--- src/rtl/host_loader.sv ---
`default_nettype none
// ============================================================================
// host_loader : framed serial host port sequencing icache/dcache accesses
// Revision    : 1.0
// ============================================================================
module host_loader #(
  parameter int ADDR_W = 4,
  parameter int DATA_W = 8
) (
  input  logic              clk,
  input  logic              rst_n,
  input  logic              csi_n,
  input  logic              csd_n,
  input  logic              mosi,
  input  logic              proc_run,
  input  logic [DATA_W-1:0] rd_data,
  output logic              miso,
  output logic              wr_en,
  output logic              rd_en,
  output logic              tgt_sel,
  output logic [ADDR_W-1:0] addr,
  output logic [DATA_W-1:0] wr_data,
  output logic              host_busy,
  output logic              frame_err
);

  localparam int CNT_W = $clog2(ADDR_W + DATA_W + 1);

  typedef enum logic [2:0] {
    S_IDLE   = 3'd0,
    S_CMD    = 3'd1,
    S_WDATA  = 3'd2,
    S_COMMIT = 3'd3,
    S_RFETCH = 3'd4,
    S_RSHIFT = 3'd5,
    S_DRAIN  = 3'd6
  } state_t;

  state_t            state_q, state_d;
  logic [CNT_W-1:0]  cnt_q, cnt_d;
  logic              rw_q, rw_d;
  logic              tgt_q, tgt_d;
  logic              err_q, err_d;
  logic [ADDR_W-1:0] addr_q, addr_d;
  logic [DATA_W-1:0] wdata_q, wdata_d;
  logic [DATA_W-1:0] shift_q, shift_d;

  logic w_any_low, w_both_low, w_both_high;
  logic w_own_low, w_other_low, w_abort;

  assign w_any_low   = ~csi_n | ~csd_n;
  assign w_both_low  = ~csi_n & ~csd_n;
  assign w_both_high = csi_n & csd_n;
  assign w_own_low   = tgt_q ? ~csd_n : ~csi_n;
  assign w_other_low = tgt_q ? ~csi_n : ~csd_n;
  // Frame is lost if its own select drops or the other target is selected.
  assign w_abort     = ~w_own_low | w_other_low;

  always_comb begin
    state_d = state_q;
    cnt_d   = cnt_q;
    rw_d    = rw_q;
    tgt_d   = tgt_q;
    addr_d  = addr_q;
    wdata_d = wdata_q;
    shift_d = shift_q;
    err_d   = 1'b0;
    unique case (state_q)
      S_IDLE: begin
        if (w_both_low || (w_any_low && proc_run)) begin
          err_d   = 1'b1;
          state_d = S_DRAIN;
        end else if (w_any_low) begin
          rw_d    = mosi;
          tgt_d   = ~csd_n;
          cnt_d   = CNT_W'(1);
          state_d = S_CMD;
        end
      end
      S_CMD: begin
        if (w_abort) begin
          err_d   = 1'b1;
          state_d = w_both_high ? S_IDLE : S_DRAIN;
        end else begin
          addr_d = {addr_q[ADDR_W-2:0], mosi};
          cnt_d  = cnt_q + CNT_W'(1);
          if (cnt_q == CNT_W'(ADDR_W)) begin
            cnt_d   = '0;
            state_d = rw_q ? S_WDATA : S_RFETCH;
          end
        end
      end
      S_WDATA: begin
        if (w_abort) begin
          err_d   = 1'b1;
          state_d = w_both_high ? S_IDLE : S_DRAIN;
        end else begin
          wdata_d = {wdata_q[DATA_W-2:0], mosi};
          cnt_d   = cnt_q + CNT_W'(1);
          if (cnt_q == CNT_W'(DATA_W - 1)) begin
            cnt_d   = '0;
            state_d = S_COMMIT;
          end
        end
      end
      S_COMMIT: begin
        state_d = S_DRAIN;
      end
      S_RFETCH: begin
        shift_d = rd_data;
        cnt_d   = '0;
        state_d = S_RSHIFT;
      end
      S_RSHIFT: begin
        if (w_abort) begin
          err_d   = 1'b1;
          state_d = w_both_high ? S_IDLE : S_DRAIN;
        end else begin
          shift_d = {shift_q[DATA_W-2:0], 1'b0};
          cnt_d   = cnt_q + CNT_W'(1);
          if (cnt_q == CNT_W'(DATA_W - 1)) begin
            cnt_d   = '0;
            state_d = S_DRAIN;
          end
        end
      end
      S_DRAIN: begin
        // Trailing bits are swallowed here until the host releases both selects.
        if (w_both_high) begin
          state_d = S_IDLE;
        end
      end
      default: begin
        state_d = S_IDLE;
      end
    endcase
  end

  always_ff @(posedge clk or negedge rst_n) begin
    if (!rst_n) begin
      state_q <= S_IDLE;
      cnt_q   <= '0;
      rw_q    <= 1'b0;
      tgt_q   <= 1'b0;
      err_q   <= 1'b0;
      addr_q  <= '0;
      wdata_q <= '0;
      shift_q <= '0;
    end else begin
      state_q <= state_d;
      cnt_q   <= cnt_d;
      rw_q    <= rw_d;
      tgt_q   <= tgt_d;
      err_q   <= err_d;
      addr_q  <= addr_d;
      wdata_q <= wdata_d;
      shift_q <= shift_d;
    end
  end

  assign miso      = (state_q == S_RSHIFT) & shift_q[DATA_W-1];
  assign wr_en     = (state_q == S_COMMIT);
  assign rd_en     = (state_q == S_RFETCH);
  assign tgt_sel   = tgt_q;
  assign addr      = addr_q;
  assign wr_data   = wdata_q;
  assign host_busy = (state_q != S_IDLE);
  assign frame_err = err_q;

endmodule
`default_nettype wire

--- config.mk ---
export PLATFORM = sky130hd
export DESIGN_NAME = host_loader
export DESIGN_NICKNAME = d
export VERILOG_FILES = /design/src/rtl/host_loader.sv
export SDC_FILE = /design/constraint.sdc
export NUM_CORES = 1
export LEC_CHECK = 0
export CORE_ASPECT_RATIO = 1.25
export CORE_MARGIN = 2
export CORE_UTILIZATION = 55
export DETAILED_ROUTE_END_ITERATION = 10
export GPL_TIMING_DRIVEN = 0
export PLACE_DENSITY = 0.84
export SKIP_CTS_REPAIR_TIMING = 1
export SLEW_MARGIN = 20
export SYNTH_ARGS = -nofsm -noshare
export SYNTH_HDL_FRONTEND = slang
export SYNTH_SLANG_ARGS = --single-unit
--- constraint.sdc ---
create_clock -name clk -period 4.6 [get_ports clk]
set_input_delay 0.46 -clock clk [delete_from_list [all_inputs] [get_ports clk]]
set_output_delay 0.46 -clock clk [all_outputs]
set_load 0.005 [all_outputs]
After elaboration in Yosys (flattened, before gate mapping)
Cells that the tools add are included.
{"block": "totals", "reg_bits": 30, "in_bits": 14, "output_inout_bits": 18, "word_cells": 77}
{"block": "classes", "add_sub_neg": 1, "eq_ne": 18, "mux": 26, "bitwise_logic": 10, "n_reduce_logical": 14}
{"operator": "3-bit 2-to-1 mux", "n": 11}
{"operator": "4-bit 2-to-1 mux", "n": 6}
{"operator": "3-bit one-hot mux with 7 select lines", "n": 1}
{"operator": "4-bit one-hot mux with 4 select lines", "n": 1}
{"operator": "8-bit one-hot mux with 2 select lines", "n": 1}
{"operator": "2-bit inequality test, second input constant", "n": 6}
{"operator": "3-bit inequality test, second input constant", "n": 4}
{"operator": "5-bit AND reduction", "n": 2}
{"operator": "3-bit == test, second input constant", "n": 3}
{"operator": "4-bit by 3-bit == test with 1-bit output, second input constant", "n": 2}
{"operator": "8-bit 2-to-1 mux", "n": 1}
{"operator": "3-bit by 2-bit == test with 1-bit output, second input constant", "n": 2}
{"operator": "2-bit AND reduction", "n": 3}
{"operator": "1-bit NOT", "n": 5}
{"operator": "4-bit by 1-bit adder with 4-bit output, second input constant", "n": 1}
{"operator": "1-bit 2-to-1 mux", "n": 4}
{"operator": "4-bit nonzero test", "n": 1}
{"operator": "1-bit AND", "n": 3}
{"operator": "3-bit by 1-bit == test with 1-bit output, second input constant", "n": 1}
{"operator": "3-bit zero test", "n": 1}
{"operator": "3-bit AND reduction", "n": 1}
{"operator": "3-bit nonzero test", "n": 1}
{"operator": "3-bit OR reduction", "n": 1}
{"operator": "1-bit OR", "n": 2}
{"operator": "5 further kinds", "n": 5}

Depth between registers and ports, before layout
Gate-level depths: netlist of the first run.
{"block": "logic_depth", "ltp_word": 6, "mapped_depth": 7, "ltp_nobuf": 6}

Worst setup path before layout of the first run
OpenSTA, ideal clock, no wires.
{"block": "synth_path", "path_type": "reg-to-reg", "from": "register cnt_q[0]", "to": "register state_q[0]", "setup_time_ns": 0.125, "arrival_ns": 1.827, "t_required_ns": 4.475, "path_slack_ns": 2.649, "stages_incl_launch_ff": 7, "path_buffers": 0, "period_less_slack_ns": 1.951, "cell_sequence": "dfrtp_1 -> ha_1 -> or4b_4 -> o31ai_2 -> a221oi_2 -> o22ai_1 -> mux2_2"}
{"block": "synth_between", "elab_chain_len": 3}
{"element": "start, declared", "line": "40", "source": "logic [CNT_W-1:0] cnt_q, cnt_d;"}
{"element": "start signal, assigned", "line": "151", "source": "cnt_q <= cnt_d;"}
{"element": "4-bit by 3-bit == test with 1-bit output, on equally long branches", "line": "100, 121, 87"}
{"element": "3-bit inequality test (no source line)"}
{"element": "5-bit AND reduction (no source line) (*)"}
{"element": "end signal, assigned", "line": "150", "source": "state_q <= state_d;"}
{"element": "end, declared", "line": "39", "source": "state_t state_q, state_d;"}
Every way passes the cells marked *; elsewhere a longest branch is shown, timed or not.
A chain may end at the register's enable or synchronous reset.

Final worst setup path of the first run
{"block": "layout_path", "from": "register state_q[0]", "to": "output port miso"}
{"block": "layout_between", "elab_chain_len": 2}
{"element": "3-bit == test", "line": "161", "source": "assign miso = (state_q == S_RSHIFT) & shift_q[DATA_W-1];"}
{"element": "1-bit AND", "line": "161"}
{"element": "end, declared", "line": "17", "source": "output logic miso,"}
Every way passes these cells.

==> summary.md, run 1 <==
| Metric | Value |
|---|---|
| Final net count | `about 220` |
| Post-Route WL | `3.89 mm` |
| Met3 WL | `between 200 and 300 um` |
| Clock slew at reported path FFs | `about 0.1 ns` |
| Hold Violations, Final | `0` |
| Post-Syn Instances | `between 150 and 200` |
| DR pass1 iterations | `4` |
| Gpl congestion | `around 0.91` |
| Residual DRC | `0` |
| Post-route design area | `0.00210 sq mm` |
| Worst skew pair latency | `~0.34 ns` |
| Synth cell types | `45` |
| Leakage | `between 0.9 and 1 nW` |
| Height of the die | `approximately 66 um` |
| GRT Total Usage | `26.3%` |
| Global route overflow | `0` |
| Metal2 WL | `1.95 mm` |
| Die ar. | `roughly 0.0035 sq mm` |
| DRT met1 WL | `around 1.6 mm` |
| Layout cells sized above 1 | `between 10% and 20%` |
| Worst EP required | `between 4 and 5 ns` |
| Num Clock Sinks | `30` |
| Worst setup SP type | `register` |
| Number of enable flip-flop cells after synthesis | `0` |
| Max-Cap Viols | `0` |
| Clk_skew | `around 0.0074 ns` |
| Area post-placement | `0.00204 sq mm` |
| I/O Pins | `32` |
| Routed vias | `1492` |
| Setup violations, final | `0` |
| Largest net degree at the start of global routing | `31` |
| CP Max Fanout | `10` |
| Primary FF master, synth | `dfrtp_1` |
| Initial antenna violation count | `0` |
| Relative slew margins | `about 54%` |
| Worst-Margin Slew | `roughly 0.68 ns` |
| Synthesized area | `about 0.0017 sq mm` |
| Mean Syn Cell Area | `between 9 and 10 sq um` |
| Vias per std cell | `6.09` |
| Ys Warns | `0` |
| Crit Path Class | `register to output pin` |
| ANT nets after route | `0` |
| H-tree depth | `2` |
| Fmax | `~0.37 GHz` |
| Clock root cell | `clkbuf_4` |
| DR iter-0 viols | `60` |
| Hpwl dp | `2.76 mm` |
| Fin Setup TNS | `0 ns` |
| Net Count, Synth | `about 190` |
| Diode count | `0` |
| Status | `complete, no violations` |
| Final period util | `58.2%` |
| Clk buf depth | `2` |
| Critical Path End Type | `output pin` |
| PnR worst setup slack | `1.92 ns` |
| Number of CTS-inserted buffers | `5` |
| Max VDD drop | `0.373 mV` |
| Worst hold margin | `between 0.1 and 0.15 ns` |
| Final Util | `71.5%` |
| Sequential element share of the synthesized area | `around 44%` |
| Vias in the first global route | `1486` |
| Max Transition Viols Final | `0` |
| Core Rows | `22` |
| Pwr dens | `608 mW/mm^2` |
| Flops & latches, synth | `30` |
| Dpl ws | `2.05 ns` |
| Ys async rst share | `between 90% and 100%` |
| Starting Density | `approximately 57%` |
| Crit path time final | `2.68 ns` |
| Core footprint | `0.00295 sq mm` |
| CP Data Arrival Time | `2.22 ns` |
| DIE WIDTH | `around 54 um` |
| Max Used Layer | `met4` |
| PortBufs | `31` |
| Unrepaired setup endpoints after global routing | `false` |
| Type of the most critical hold path | `primary input to async pin` |
| Drt wl/cell | `15.9 um` |
| Most frequent cells in the layout | `dfrtp_1, clkdlybuf4s50_1, nor2_1, a21oi_1, mux2_2` |
| First-pass GRT wire length | `6.73 mm` |
| Synth-to-layout area growth | `24.5%` |
| CTS tree | `done` |
==> metal layers <==
layer	up-vias	track usage, %
li1	696	-
met5	-	0
met3	10	7.24
met2	74	42.1
met4	0	12.2
met1	712	32.3
==> cells in the mapped netlist (2+ instances only) <==
master / instances / area, sq um
a2111oi_0: 2 / 17.5
a21o_1: 3 / 22.5
a21oi_1: 15 / 75.1
and2_1: 2 / 12.5
and3_1: 2 / 12.5
buf_2: 3 / 15.0
clkbuf_1: 5 / 18.8
dfrtp_1: 30 / 751
ha_1: 2 / 25.0
inv_1: 6 / 22.5
mux2_2: 14 / 158
mux2i_1: 8 / 80.1
nand2_1: 9 / 33.8
nand2b_1: 5 / 31.3
nand3_1: 3 / 15.0
nor2_1: 15 / 56.3
nor2b_1: 4 / 25.0
nor3_1: 2 / 10.0
nor3b_1: 2 / 15.0
o21ai_0: 10 / 50.1
o221ai_1: 2 / 17.5
o22ai_1: 2 / 12.5
o2bb2ai_1: 2 / 17.5
==> sequential cells by signal, indices dropped and copies added, names as in the netlist <==
name	flops
frame_err	1
tgt_sel	1
rw_q	1
state_q	3
shift_q	8
addr	4
wr_data	8
cnt_q	4
==> cell type report <==
| cell class | instances | area [sq um] |
|---|---|---|
| multi-input combinational | 124 | 868 |
| fill | 216 | 841 |
| sequential | 30 | 751 |
| timing repair buffer | 31 | 305 |
| clock buffer | 6 | 51.3 |
| buffer | 10 | 48.8 |
| tap | 36 | 45.0 |
| inverter | 6 | 22.5 |
| clock inverter | 2 | 12.5 |
==> cell families after synthesis <==
| family | count (synthesis) | synth area share, % |
|---|---|---|
| xor gates and xnor gates | 1 | 0.518 |
| AOI/OAI and AO/OA | 50 | 19.8 |
| DFF | 30 | 44.4 |
| adders and majority gates | 2 | 1.48 |
| muxes | 22 | 14.1 |
| buffers and inverters | 16 | 4.22 |
| and+or+nand+nor | 49 | 15.5 |
==> report_power, final <==
part	switching [mW]	internal, mW
Sequential	0.0740	0.371
Clock	0.0981	0.0734
Combinational	0.342	0.322
==> stage by stage <==
| step | power [mW] | std cells |
|---|---|---|
| 2_1_floorplan | 0.874 | 170 |
| 3_5_place_dp | 1.10 | 237 |
| 6_report | 1.28 | 245 |
| 3_3_place_gp | 1.07 | 237 |
| 4_1_cts | 1.28 | 245 |
| 5_1_grt | 1.38 | 245 |
==> final timing paths <==
path                            slack [ns]  cells after the start       start          to
worst max-delay path                  1.92                      4  state_q[0]        miso
worst min-delay path                  0.15                      1       rst_n    cnt_q[1]
worst max register to register        2.47                      6    cnt_q[0]  state_q[0]
worst min register to register        0.52                      1     addr[3]     addr[3]
max in group asynchronous             4.01                      1       rst_n  shift_q[0]
min in group clk                      0.52                      1     addr[3]     addr[3]
==> critical path: stages (launching register included) <==
cell	delay (ns)
dfrtp_1	0.44
clkbuf_1	0.35
clkbuf_1	0.37
and3_1	0.23
clkdlybuf4s50_1	0.49
No activity file was read; power rests on OpenSTA's default activity.
==> run 2, diff against run 1 <==
--- a/config.mk
+++ b/config.mk
@@ -7,10 +7,10 @@
 export LEC_CHECK = 0
 export CORE_ASPECT_RATIO = 1.25
 export CORE_MARGIN = 2
-export CORE_UTILIZATION = 55
+export CORE_UTILIZATION = 46
 export DETAILED_ROUTE_END_ITERATION = 10
 export GPL_TIMING_DRIVEN = 0
-export PLACE_DENSITY = 0.84
+export PLACE_DENSITY = 0.75
 export SKIP_CTS_REPAIR_TIMING = 1
 export SLEW_MARGIN = 20
 export SYNTH_ARGS = -nofsm -noshare
==> constraint.sdc (replaced) <==
create_clock -name clk -period 2.4 [get_ports clk]
set_input_delay 0.24 -clock clk [delete_from_list [all_inputs] [get_ports clk]]
set_output_delay 0.24 -clock clk [all_outputs]
set_load 0.005 [all_outputs]
==> summary.md, run 2 (same netlist as run 1, synthesis figures left out) <==
| Metric | Value |
|---|---|
| ANT nets after route | `0 (unchanged)` |
| Worst hold margin | `-0.00956 ns (-0.157 ns)` |
| Post-Route WL | `3.87 mm (-0.51%)` |
| CP Data Arrival Time | `2.05 ns (-0.17 ns)` |
| Leakage | `0.940 nW (+2.3%)` |
| Vias in the first global route | `1521 (+2.4%)` |
| Gpl congestion | `0.821 (-9.5%)` |
| First-pass GRT wire length | `6.69 mm (-0.61%)` |
| Num Clock Sinks | `30 (unchanged)` |
| Dpl ws | `0.126 ns (-1.92 ns)` |
| Critical Path End Type | `output pin` |
| Hpwl dp | `2.92 mm (+5.9%)` |
| Die ar. | `0.00418 sq mm (+18%)` |
| Clock slew at reported path FFs | `0.06 ns (-0.04 ns)` |
| Crit Path Class | `register to output pin` |
| Unrepaired setup endpoints after global routing | `false` |
| Final Util | `61.3% (-10 points)` |
| Height of the die | `71.8 um (+8.8%)` |
| Diode count | `0 (unchanged)` |
| Metal2 WL | `2.05 mm (+5.1%)` |
| Max Used Layer | `met4` |
| Global route overflow | `0 (unchanged)` |
| Worst setup SP type | `register` |
| Routed vias | `1438 (-3.6%)` |
| Core Rows | `24 (+9.1%)` |
| Slowest cell on crit path | `clkdlybuf4s50_1` |
| H-tree depth | `2 (unchanged)` |
| Max VDD drop | `0.865 mV (+130%)` |
| Max-Cap Viols | `0 (unchanged)` |
| Type of the most critical hold path | `primary input to async pin` |
| Final period util | `between 90% and 100%` |
| PnR worst setup slack | `0.111 ns (-1.81 ns)` |
| Max Transition Viols Final | `0 (unchanged)` |
| DRT met1 WL | `1.63 mm (+2.6%)` |
| Most frequent cells in the layout | `dfrtp_1, clkdlybuf4s50_1, nor2_1, a21oi_1, mux2_2` |
| CP Max Fanout | `10 (unchanged)` |
| Met3 WL | `139 um (-51%)` |
| Net Sw Frac | `37.1% (-3.1 points)` |
| Crit path time final | `approximately 2.3 ns` |
| CTS tree | `done` |
| DR pass1 iterations | `5 (+1)` |
| Drt wl/cell | `15.6 um (-1.7%)` |
| Worst EP required | `2.16 ns (-1.98 ns)` |
| Largest net degree at the start of global routing | `31 (unchanged)` |
| RR Startpoint | `cnt_q[0]` |
| Synth-to-layout area growth | `27.3%` |
| Cell Chain, Critical Path | `clkbuf_2, clkbuf_1, and3_1, clkdlybuf4s50_1` |
| Clk buf depth | `2 (unchanged)` |
| Clock power share | `18.7% (+5.3 points)` |
| Starting Density | `48.1% (-9.3 points)` |
| Clock root cell | `clkbuf_8` |
| R2R Setup Slk | `0.29 ns (-2.18 ns)` |
| Worst R2R Path Depth | `6 (unchanged)` |
| NetSw | `0.968 mW (+88%)` |
| I/O Pins | `32 (unchanged)` |
| PortBufs | `31 (unchanged)` |
| Fmax | `0.437 GHz` |
| Number of CTS-inserted buffers | `5 (unchanged)` |
| Max stage delay on crit path | `0.51 ns (+0.02 ns)` |
| Status | `finished with violations` |
| DIE WIDTH | `58.2 um (+8.6%)` |
| Vias per std cell | `5.80 (-4.8%)` |
| Final net count | `224 (unchanged)` |
| Clk_skew | `0.00249 ns (-0.00489 ns)` |
| R2r endpoint | `state_q[0]` |
| Pwr dens | `1210 mW/mm^2 (+99%)` |
| Worst-Margin Slew | `0.652 ns (-0.0323 ns)` |
| Failing checks | `hold timing` |
| PnR Total Power | `2.61 mW (+100%)` |
| Area post-placement | `0.00204 sq mm (+0.18%)` |
| Core footprint | `0.00351 sq mm (+19%)` |
| Layout cells sized above 1 | `14.4% (-0.48 points)` |
| Residual DRC | `0 (unchanged)` |
| Initial antenna violation count | `0 (unchanged)` |
| GRT Total Usage | `20.7% (-5.6 points)` |
| Setup violations, final | `0 (unchanged)` |
| Comb pwr share | `48.5% (-3.4 points)` |
| DR iter-0 viols | `103 (+72%)` |
| Relative slew margins | `56.5% (+2.2 points)` |
| Post-route design area | `0.00215 sq mm (+2.3%)` |
| Worst skew pair latency | `0.27 ns (-0.07 ns)` |
| Sequential Power Share | `32.8% (-1.9 points)` |
| Hold Violations, Final | `30 (+30)` |
| Internal power | `1.64 mW (+110%)` |
-- run 2: changes by cell type in the layout (fill, tap and decap cells not counted), sizes merged --
cell and delta:
clkbuf +1, bufinv +1, clkinv -1, clkinvlp -1
-- run 2: metal layers --
metal / track usage (%) / up-vias
li1: - / 696
met2: 36.6 / 29
met4: 5.68 / 0
met5: 0 / -
met1: 24.4 / 707
met3: 5.78 / 6
-- run 2: power groups by stage --
stage | sequential [mW] | combinational (mW) | clock [mW]
2_1_floorplan | 0.835 | 0.840 | 0
3_3_place_gp | 0.844 | 1.22 | 0
3_5_place_dp | 0.864 | 1.26 | 0
4_1_cts | 0.857 | 1.27 | 0.501
5_1_grt | 0.883 | 1.40 | 0.527
6_report | 0.857 | 1.27 | 0.487
-- run 2: worst max-delay path: cells and delay by family, from the launching register on --
family	cells	cell delay, ns
buffers and inverters	3	1.12
DFF	1	0.43
and+or+nand+nor	1	0.22
-- run 2: stage by stage --
step | instances | setup TNS, ns
finish | 248 | 0
global route | 248 | 0
CTS | 248 | -0.0108
detailed placement | 240 | 0
global placement | 240 | 0
floorplan | 170 | 0
-- run 2: final cells by class --
class	count	area, sq um
buffer	10	50.0
inverter	6	22.5
multi-input combinational	124	868
tap	39	48.8
sequential	30	751
clock inverter	1	30.0
timing repair buffer	31	305
fill	293	1360
clock buffer	7	76.3
-- run 2: worst max path at each step --
stage | to | slack [ns] | start
2_1_floorplan | state_q[0] | 0.45 | cnt_q[0]
3_3_place_gp | cnt_q[2] | 0.20 | csd_n
3_5_place_dp | cnt_q[2] | 0.13 | csd_n
4_1_cts | miso | -0.01 | state_q[0]
5_1_grt | miso | 0.03 | state_q[0]
6_report | miso | 0.11 | state_q[0]
==> run 3, diff against run 2 <==
--- a/config.mk
+++ b/config.mk
@@ -5,12 +5,15 @@
 export SDC_FILE = /design/constraint.sdc
 export NUM_CORES = 1
 export LEC_CHECK = 0
+export CELL_PAD_IN_SITES_DETAIL_PLACEMENT = 1
+export CELL_PAD_IN_SITES_GLOBAL_PLACEMENT = 2
 export CORE_ASPECT_RATIO = 1.25
 export CORE_MARGIN = 2
-export CORE_UTILIZATION = 46
+export CORE_UTILIZATION = 30
+export CTS_BUF_LIST = sky130_fd_sc_hd__clkbuf_4 sky130_fd_sc_hd__clkbuf_8
 export DETAILED_ROUTE_END_ITERATION = 10
 export GPL_TIMING_DRIVEN = 0
-export PLACE_DENSITY = 0.75
+export PLACE_DENSITY_LB_ADDON = 0.1
 export SKIP_CTS_REPAIR_TIMING = 1
 export SLEW_MARGIN = 20
 export SYNTH_ARGS = -nofsm -noshare
==> summary.md, run 3 (same netlist as run 1, synthesis figures left out) <==
| Metric | Value |
|---|---|
| Crit Path Class | `register to output pin` |
| Initial antenna violation count | `0 (unchanged)` |
| Layout cells sized above 1 | `16.1% (+1.8 points)` |
| Met3 Use GR | `3.91% (-1.9 points)` |
| Num Clock Sinks | `30 (unchanged)` |
| Worst EP required | `2.16 ns (about the same)` |
| Die ar. | `0.00625 sq mm (+50%)` |
| Max Transition Viols Final | `0 (unchanged)` |
| Worst skew pair latency | `0.28 ns (about the same)` |
| Gr busiest metal | `met2` |
| Unrepaired setup endpoints after global routing | `false` |
| Worst-Margin Slew | `0.571 ns (-0.0817 ns)` |
| Max VDD drop | `0.458 mV (-47%)` |
| Clock root cell | `clkbuf_8` |
| Dpl ws | `0.0932 ns (-0.0327 ns)` |
| Gpl congestion | `0.757 (-7.7%)` |
| Largest net degree at the start of global routing | `24 (-23%)` |
| Core footprint | `0.00544 sq mm (+55%)` |
| Hold Violations, Final | `0 (-100%)` |
| RR Startpoint | `cnt_q[0]` |
| Area post-placement | `0.00210 sq mm (+2.9%)` |
| Setup violations, final | `0 (unchanged)` |
| Clk buf depth | `2 (unchanged)` |
| Status | `complete, no violations` |
| Max-Cap Viols | `0 (unchanged)` |
| H-tree depth | `2 (unchanged)` |
| Worst hold margin | `0.352 ns (+0.362 ns)` |
| Setup crit start | `state_q[1]` |
| Final Util | `41.0% (-20 points)` |
| I/O Pins | `32 (unchanged)` |
| GRT Total Usage | `15.7% (-5.0 points)` |
| Post-route design area | `0.00223 sq mm (+3.6%)` |
| PnR worst setup slack | `0.114 ns (+0.00263 ns)` |
| Final net count | `226 (+0.89%)` |
| Relative slew margins | `61.9% (+5.4 points)` |
| Synth-to-layout area growth | `31.9%` |
| Met1 Use GR | `18.8% (-5.6 points)` |
| Crit path time final | `2.29 ns (-0.00263 ns)` |
| Vias per std cell | `5.28 (-9.0%)` |
| Number of CTS-inserted buffers | `5 (unchanged)` |
| CTS tree | `done` |
| DIE WIDTH | `71.1 um (+22%)` |
| PortBufs | `31 (unchanged)` |
| Clk_skew | `0.00483 ns (+0.00234 ns)` |
| Most frequent cells in the layout | `dfrtp_1, clkdlybuf4s50_1, nor2_1, a21oi_1, mux2_2` |
| Vias in the first global route | `1643 (+8.0%)` |
| First-pass GRT wire length | `7.65 mm (+14%)` |
| Leakage | `0.963 nW (+2.4%)` |
| Residual DRC | `0 (unchanged)` |
| Drt wl/cell | `16.4 um (+4.8%)` |
| ANT nets after route | `0 (unchanged)` |
| Final period util | `95.3% (-0.11 points)` |
| Clock slew at reported path FFs | `0.07 ns (about the same)` |
| Fmax | `0.437 GHz (+0.12%)` |
| Diode count | `0 (unchanged)` |
| Hpwl dp | `3.42 mm (+17%)` |
| Starting Density | `31.1% (-17 points)` |
| M2 GR Usage | `27.5% (-9.1 points)` |
| CP Data Arrival Time | `2.05 ns (about the same)` |
| Height of the die | `87.9 um (+23%)` |
| Post-Route WL | `4.50 mm (+16%)` |
| CP Max Fanout | `10 (unchanged)` |
| DR iter-0 viols | `37 (-64%)` |
| Type of the most critical hold path | `primary input to async pin` |
| Critical Path End Type | `output pin` |
| Pwr dens | `1200 mW/mm^2 (-0.96%)` |
| Routed vias | `1451 (+0.90%)` |
| Global route overflow | `0 (unchanged)` |
| Fillcell total | `595 (+100%)` |
| PnR Total Power | `2.68 mW (+2.6%)` |
| Worst setup SP type | `register` |
| Core Rows | `30 (+25%)` |
| DR pass1 iterations | `4 (-1)` |
[run 3: changes by cell type in the layout (fill, tap and decap cells not counted), sizes merged]
| cell | change |
|---|---|
| clkbuf | -1 |
| dlygate4sd3 | +1 |
| buf | +1 |
| clkinvlp | +1 |
[run 3: worst paths after layout]
check | endpoint | slack (ns) | cells past startpoint
worst max-delay path | miso | 0.11 | 5
max in group asynchronous | state_q[2] | 1.66 | 3
min in group clk | shift_q[0] | 0.52 | 2
worst min register to register | wr_data[7] | 0.52 | 1
worst max register to register | state_q[0] | 0.21 | 6
worst min-delay path | cnt_q[3] | 0.35 | 2
[run 3: critical path: stages, from the launching register on]
cell and delay [ns]:
dfrtp_1 0.40, buf_2 0.19, clkbuf_1 0.24, nor2_1 0.24, and3_1 0.21, clkdlybuf4s50_1 0.50
[run 3: layer usage]
metal | wire length, um | vias to the layer above | part of all wire (%)
met5 | 0 | - | 0
met4 | 78 | 0 | 1.7
met3 | 148 | 10 | 3.3
met2 | 2250 | 27 | 50
met1 | 2020 | 718 | 45
li1 | - | 696 | -
[run 3: report_power, final]
group | leakage, nW | switching (mW) | internal, mW | total, mW
clock network | 0.0548 | 0.200 | 0.321 | 0.521
registers | 0.370 | 0.144 | 0.712 | 0.856
logic | 0.538 | 0.675 | 0.626 | 1.30
[run 3: area by class of cell]
| type | instances | area [sq um] | share of cell area, % |
|---|---|---|---|
| inverter | 6 | 22.5 | 1.01 |
| multi-input combinational | 124 | 868 | 38.9 |
| clock buffer | 6 | 76.3 | 3.42 |
| tap | 64 | 80.1 | 3.59 |
| clock inverter | 2 | 37.5 | 1.68 |
| timing repair buffer | 33 | 343 | 15.4 |
| sequential | 30 | 751 | 33.7 |
| buffer | 10 | 51.3 | 2.30 |
[run 3: through the flow]
| step | cells | setup TNS (ns) |
|---|---|---|
| 2_1_floorplan | 170 | 0 |
| 3_3_place_gp | 265 | 0 |
| 3_5_place_dp | 266 | 0 |
| 4_1_cts | 274 | -0.0521 |
| 5_1_grt | 275 | 0 |
| 6_report | 275 | 0 |
